<file path="config.mk">
export PLATFORM = sky130hd
export DESIGN_NAME = inst_fetch
export DESIGN_NICKNAME = d
export VERILOG_FILES = /design/src/rtl/inst_fetch.sv
export SDC_FILE = /design/constraint.sdc
export NUM_CORES = 1
export LEC_CHECK = 0
export ABC_AREA = 0
export ABC_CLOCK_PERIOD_IN_PS = 8029
export CAP_MARGIN = 25
export CORE_MARGIN = 8
export CORE_UTILIZATION = 58
export CTS_CLUSTER_DIAMETER = 150
export DETAILED_ROUTE_END_ITERATION = 8
export PLACE_DENSITY = 0.86
export SYNTH_ARGS = -nofsm -noshare
export SYNTH_HDL_FRONTEND = slang
export SYNTH_SLANG_ARGS = --single-unit
</file>
<file path="constraint.sdc">
create_clock -name clk -period 8.03 [get_ports clk]
set_input_delay 0.803 -clock clk [delete_from_list [all_inputs] [get_ports clk]]
set_output_delay 0.803 -clock clk [all_outputs]
set_load 0.05 [all_outputs]
</file>
<file path="src/rtl/inst_fetch.sv">
// Instruction fetch unit: owns the PC, drives the instruction memory read address,
// absorbs the one-cycle read latency and hands {pc, inst} pairs to decode via a 2-entry buffer.
module inst_fetch #(
    parameter int          ADDR_W   = 10,
    parameter logic [31:0] RESET_PC = 32'h0000_0000
) (
    input  logic              clk,
    input  logic              rst_n,
    input  logic              fetch_en,
    input  logic              redirect_valid,
    input  logic [31:0]       redirect_pc,
    output logic [ADDR_W-1:0] mem_addr_r,
    input  logic [31:0]       mem_data_out,
    output logic              inst_valid,
    input  logic              inst_ready,
    output logic [31:0]       inst_data,
    output logic [31:0]       inst_pc
);

    // Handshake: an instruction transfers on every rising edge where
    // inst_valid && inst_ready; the head stays stable while inst_valid && !inst_ready.

    logic [31:0] r_fetch_pc;
    logic        r_inflight;
    logic [31:0] r_inflight_pc;

    logic [31:0] r_buf_pc   [2];
    logic [31:0] r_buf_data [2];
    logic        r_rd_ptr;
    logic        r_wr_ptr;
    logic [1:0]  r_count;

    logic        w_pop;
    logic        w_push;
    logic [2:0]  w_occ;
    logic        w_issue;

    assign w_pop  = inst_valid && inst_ready;
    assign w_push = r_inflight;

    // Occupancy the buffer will see once the current in-flight word lands;
    // a new issue is only allowed when that still leaves room for it.
    assign w_occ   = {1'b0, r_count} + {2'b00, r_inflight} - {2'b00, w_pop};
    assign w_issue = fetch_en && !redirect_valid && (w_occ < 3'd2);

    assign mem_addr_r = r_fetch_pc[ADDR_W+1:2];
    assign inst_valid = (r_count != 2'd0);
    assign inst_data  = r_buf_data[r_rd_ptr];
    assign inst_pc    = r_buf_pc[r_rd_ptr];

    always_ff @(posedge clk or negedge rst_n) begin
        if (!rst_n) begin
            r_fetch_pc    <= RESET_PC;
            r_inflight    <= 1'b0;
            r_inflight_pc <= 32'h0;
            r_buf_pc[0]   <= 32'h0;
            r_buf_pc[1]   <= 32'h0;
            r_buf_data[0] <= 32'h0;
            r_buf_data[1] <= 32'h0;
            r_rd_ptr      <= 1'b0;
            r_wr_ptr      <= 1'b0;
            r_count       <= 2'd0;
        end else if (redirect_valid) begin
            // Buffered and in-flight words belong to the abandoned path.
            r_fetch_pc <= redirect_pc & 32'hFFFF_FFFC;
            r_inflight <= 1'b0;
            r_rd_ptr   <= 1'b0;
            r_wr_ptr   <= 1'b0;
            r_count    <= 2'd0;
        end else begin
            r_inflight <= w_issue;
            if (w_issue) begin
                r_inflight_pc <= r_fetch_pc;
                r_fetch_pc    <= r_fetch_pc + 32'd4;
            end
            if (w_push) begin
                r_buf_pc[r_wr_ptr]   <= r_inflight_pc;
                r_buf_data[r_wr_ptr] <= mem_data_out;
                r_wr_ptr             <= ~r_wr_ptr;
            end
            if (w_pop) begin
                r_rd_ptr <= ~r_rd_ptr;
            end
            r_count <= r_count + {1'b0, w_push} - {1'b0, w_pop};
        end
    end

endmodule

</file>
# After elaboration in Yosys (flattened, before gate mapping)

Index checks and enable logic that the tools add are counted.

Register bits after elaboration: 197
Output and inout bits: 75
Word-level logic and storage cells: 53

$add $sub $neg: 5
$lt $le $gt $ge: 4
Muxes and demuxes: 18
Bitwise gates (word level): 5
Reductions and logical operators: 11

Operators with widths:

| operator                                                    | number |
|---|---|
| two-way mux 32 bit                                          | 9 |
| bitwise mux 64 bit                                          | 2 |
| adder 32 x 3 -> 32 bit (second input constant)              | 1 |
| demux 32 bit (select 1 bit)                                 | 1 |
| nonzero test 2 bit                                          | 4 |
| two-way mux 1 bit                                           | 5 |
| greater-or-equal comparator 2 bit (second input constant)   | 2 |
| logical AND 1 bit                                           | 4 |
| NOT 1 -> 2 bit                                              | 2 |
| AND reduction 2 bit                                         | 2 |
| adder 2 x 1 -> 3 bit                                        | 1 |
| less-than comparator 3 x 2 -> 1 bit (second input constant) | 1 |
| NOT 1 bit                                                   | 3 |
| subtractor 3 x 1 -> 3 bit                                   | 1 |
| adder 2 x 1 -> 2 bit                                        | 1 |
| less-than comparator 2 x 1 -> 1 bit (second input constant) | 1 |
| two-way mux 2 bit                                           | 1 |
| subtractor 2 x 1 -> 2 bit                                   | 1 |
| zero test 1 bit                                             | 1 |

# Logic depth before layout (Yosys ltp)

Depth after elaboration: 7
Mapped depth: 14
Gate-level depth less buffers: 12

# Worst setup path before layout

OpenSTA, ideal clock, no wires.

Path kind: reg-to-reg
From: register r_count[1]
To: register r_fetch_pc[28]
Setup time: 129 ps
Arrival: 3150 ps
Path slack: 4751 ps
Cell stages (with the launch flop): 14
Clock period less this slack: 3279 ps
Cells stage by stage: dfrtp_1 or2_2 and2_1 ha_1 inv_1 ha_1 inv_1 fa_1 xnor2_1 nand3_1 buf_2 buf_2 nor4_1 o21ai_0

Longest elaborated chain between the ends: 6
Elaborated cells between the ends (all ways): 7
Classes of those cells: add/sub: 2; order compare: 1; reduce/logical: 4

RTL lines:

| element                             | RTL line | source |
|---|---|---|
| start: declaration                  | 31       | `logic [1:0] r_count;` |
| start signal: assignment            | 84       | `r_count <= r_count + {1'b0, w_push} - {1'b0, w_pop};` |
| nonzero test 2 bit                  | 47       | `assign inst_valid = (r_count != 2'd0);` |
| named net inst_valid                | 14       | `output logic inst_valid,` |
| logical AND 1 bit                   | 38       | `assign w_pop = inst_valid && inst_ready;` |
| subtractor 3 x 1 -> 3 bit           | 43       | `assign w_occ = {1'b0, r_count} + {2'b00, r_inflight} - {2'b00, w_pop};` |
| less-than comparator 3 x 2 -> 1 bit | 44       | `assign w_issue = fetch_en && !redirect_valid && (w_occ < 3'd2);` |
| logical AND 1 bit                   | 44       |  |
| nonzero test 2 bit (no line)        | n/a      |  |
| end signal: assignment              | 65       | `r_fetch_pc <= redirect_pc & 32'hFFFF_FFFC;` |
| end signal: assignment              | 74       | `r_fetch_pc <= r_fetch_pc + 32'd4;` |
| end: declaration                    | 23       | `logic [31:0] r_fetch_pc;` |

The timed path passes the listed nets, and every way through them passes these cells.
A chain may end at the register's enable or synchronous reset.

# Final worst setup path

From: input inst_ready
To: register r_fetch_pc[7]

Longest elaborated chain between the ends: 5

RTL lines:

| element                             | RTL line | source |
|---|---|---|
| start: declaration                  | 15       | `input logic inst_ready,` |
| logical AND 1 bit                   | 38       |  |
| subtractor 3 x 1 -> 3 bit           | 43       |  |
| less-than comparator 3 x 2 -> 1 bit | 44       |  |
| logical AND 1 bit                   | 44       |  |
| nonzero test 2 bit (no line)        | n/a      |  |

Every way passes these cells.

==> reports/metrics.csv <==
stage;metric;value;unit
floorplan;ios;144;
timing;fin_skew;0.00866;ns
clock_tree;htreeDepth;4;
floorplan;die_h;139;um
drt;viasPerCell;6.02;
cells_and_area;drive_gt1_share;27.8;%
drt;first_pass_iters;5;
synthesis;synth_area_per_cell;12.1;um2
setup_path;start_kind;input pin;
pwr;total_power;4.63;mW
cells_and_area;fin_nets;912;
clock_tree;clock-root-buffer;clkbuf_16;
pwr;leakage;4.81;nW
timing;slew_viol_final;0;
drt;vias;6261;
drt;remaining_drc_errors;0;
timing;finalSetupTns;0;ns
grt;antenna_found_initial;0;
cells_and_area;final_common_cell;dfrtp_1;
status;status;finished, final reports clean;
timing;setup_viol;0;
synthesis;synth_edf_count;0;
drt;drt-total-wl;20300;um
clock_tree;clk_path_buf_depth;2;
setup_path;crit_path_end_kind;register;
synthesis;synth_cell_types;45;
floorplan;rows;45;
synthesis;synthCells;724;
synthesis;synth_flop_cell;dfrtp_1;
cells_and_area;syn2layout_area_growth;24.7;%
drt;wire_per_inst;19.5;um
floorplan;die_w;139;um
clock_tree;clk_latency;0.43;ns
timing;period_needed;3.98;ns
cells_and_area;layout.cells.most_common_list;dfrtp_1, mux2_2, clkdlybuf4s50_1;
synthesis;synth_area;8760;um2
timing;relSlewSlack;47.5;%
synthesis;synth.area.top_cells;dfrtp_1, mux2_2, nand2_1;
grt;grt_max_degree;110;
setup_path;crit_fanout;63;
grt;grt_remaining_overflow;0;
clock_tree;cts_tree;built;
grt;grt_pass1_vias;6572;
cells_and_area;diodes;0;
place;portBuffers;139;
synthesis;ys_seq_area_share;54.0;%
grt;track_usage;21.5;%
timing;fmax;251;MHz
clock_tree;cts.sinks;189;
synthesis;ys_ff_latch;189;
drt;ant_nets;0;
clock_tree;cts_resized;0;
synthesis;synth_warnings;0;
place;gp_congestion;0.868;
pwr;ir_drop;0.305;mV
place;dp_hpwl;13600;um
clock_tree;numCtsBuffers;17;
timing;hold_slack;0.166;ns
floorplan;core;15000;um2
cells_and_area;nFillCells;984;
timing;hold_viol_final;0;
timing;fin_crit_sh;49.6;%
setup_path;worst-endpoint-required;8.31;ns
timing;tightest_slew;0.781;ns
clock_tree;clk_pin_slew;0.07;ns
job;maxCapViolations;0;
timing;rsz0062_at_grt;no;
synthesis;synth_top_area_share;54.0;%
pwr;pwr_density_cell;424;nW/um2
grt;grt_pass1_wl;33800;um
synthesis;synth_largest_area_cell;dfrtp_1;
setup_path;worstSetupPathType;input pin to register;
clock_tree;cts_setup_buffers;0;
clock_tree;ctsHoldBuffers;0;
drt;drtIter0Drc;568;
floorplan;dieArea;19300;um2
synthesis;async_flop_share;100;%
worst_hold_path;min_path_type;input pin to async pin;
floorplan;initial_utilization;58.5;%
setup_path;arrival;4.26;ns
-- kinds of logic after synthesis --
| group | Yosys count | synth area share [%] |
|---|---|---|
| simple gates | 204 | 11.5 |
| flops | 189 | 54.0 |
| mux | 186 | 23.9 |
| buf+inv | 69 | 3.73 |
| compound gates | 66 | 5.64 |
| xor+xnor | 5 | 0.500 |
| fa+ha+maj | 4 | 0.657 |
| other cells | 1 | 0.0428 |
-- per-stage QoR --
step	area [um2]	setup slack, ns	util [%]	cells
6_report	10900	4.05	72.9	1040
5_1_grt	10900	3.84	72.9	1040
4_1_cts	10800	3.68	72.2	1036
3_5_place_dp	10200	3.23	68.0	1004
3_3_place_gp	10200	3.44	68.0	1004
2_1_floorplan	8760	4.75	-	725
-- metal layers --
layer / wire length [um] / part of all wire (%) / vias up / track usage, %
li1: - / - / 2839 / -
met1: 8740 / 43 / 3161 / 26.8
met2: 10100 / 50 / 239 / 36.7
met5: 0 / 0 / - / 0
met4: 320 / 1.6 / 0 / 6.24
met3: 1060 / 5.2 / 22 / 4.65
-- state kept, by name, summed over array words and instances, names as in the netlist --
register	flops
r_buf_pc	60
r_inflight_pc	30
r_wr_ptr	1
r_inflight	1
r_buf_data	64
r_fetch_pc	30
r_rd_ptr	1
r_count	2
-- cells in the mapped netlist, types with 2 or more instances --
cell type,n
dfrtp_1,189
mux2_2,186
nand2_1,107
nand3_1,22
buf_2,18
nand4_1,17
clkbuf_1,16
o311ai_0,16
inv_1,15
buf_4,12
o211ai_1,12
o21ai_0,12
buf_1,8
or4_1,8
nor2_1,7
a22oi_1,6
nor3_1,6
and2_1,5
and3_1,5
nor4_1,5
a21oi_1,4
and4_1,4
xnor2_1,4
a221o_1,3
a311o_1,3
a31oi_1,3
ha_1,3
nand3b_1,3
nor2b_1,3
or3_1,3
nor3b_1,2
nor4b_1,2
o311a_1,2
or2_2,2
-- path summary, 6_finish.rpt --
kind | startpoint | to | slack, ns | cells past startpoint
min in group clk | r_inflight_pc[28] | r_inflight_pc[28] | 0.50 | 2
hold / removal | rst_n | r_buf_data[6] | 0.17 | 1
setup reg to reg | r_count[1] | r_fetch_pc[7] | 4.07 | 14
hold reg to reg | r_inflight_pc[28] | r_inflight_pc[28] | 0.50 | 2
setup / recovery | inst_ready | r_fetch_pc[7] | 4.05 | 14
max in group asynchronous | rst_n | r_buf_pc[46] | 6.40 | 4
-- critical path, stage by stage --
cell and delay [ns]:
clkdlybuf4s50_1 0.45, and2_1 0.16, ha_1 0.24, inv_1 0.06, ha_1 0.13, inv_1 0.05, fa_1 0.41, xnor2_1 0.38
nand3_2 0.12, buf_4 0.35, inv_1 0.33, buf_16 0.22, nand2_1 0.09, o311ai_0 0.43
-- power breakdown --
part / internal [mW] / switching, mW
clock network: 0.523 / 0.359
logic: 0.882 / 1.28
registers: 1.33 / 0.261
-- final cells by class --
type	count	area (um2)	area share, %
Clock buffer	18	429	3.93
Clock inverter	14	190	1.74
Inverter	15	56.3	0.516
Multi-Input combinational cell	467	3730	34.2
Sequential cell	189	4730	43.3
Tap cell	188	235	2.15
Timing Repair Buffer	149	1550	14.2
Power figures use the tool's default switching activity.
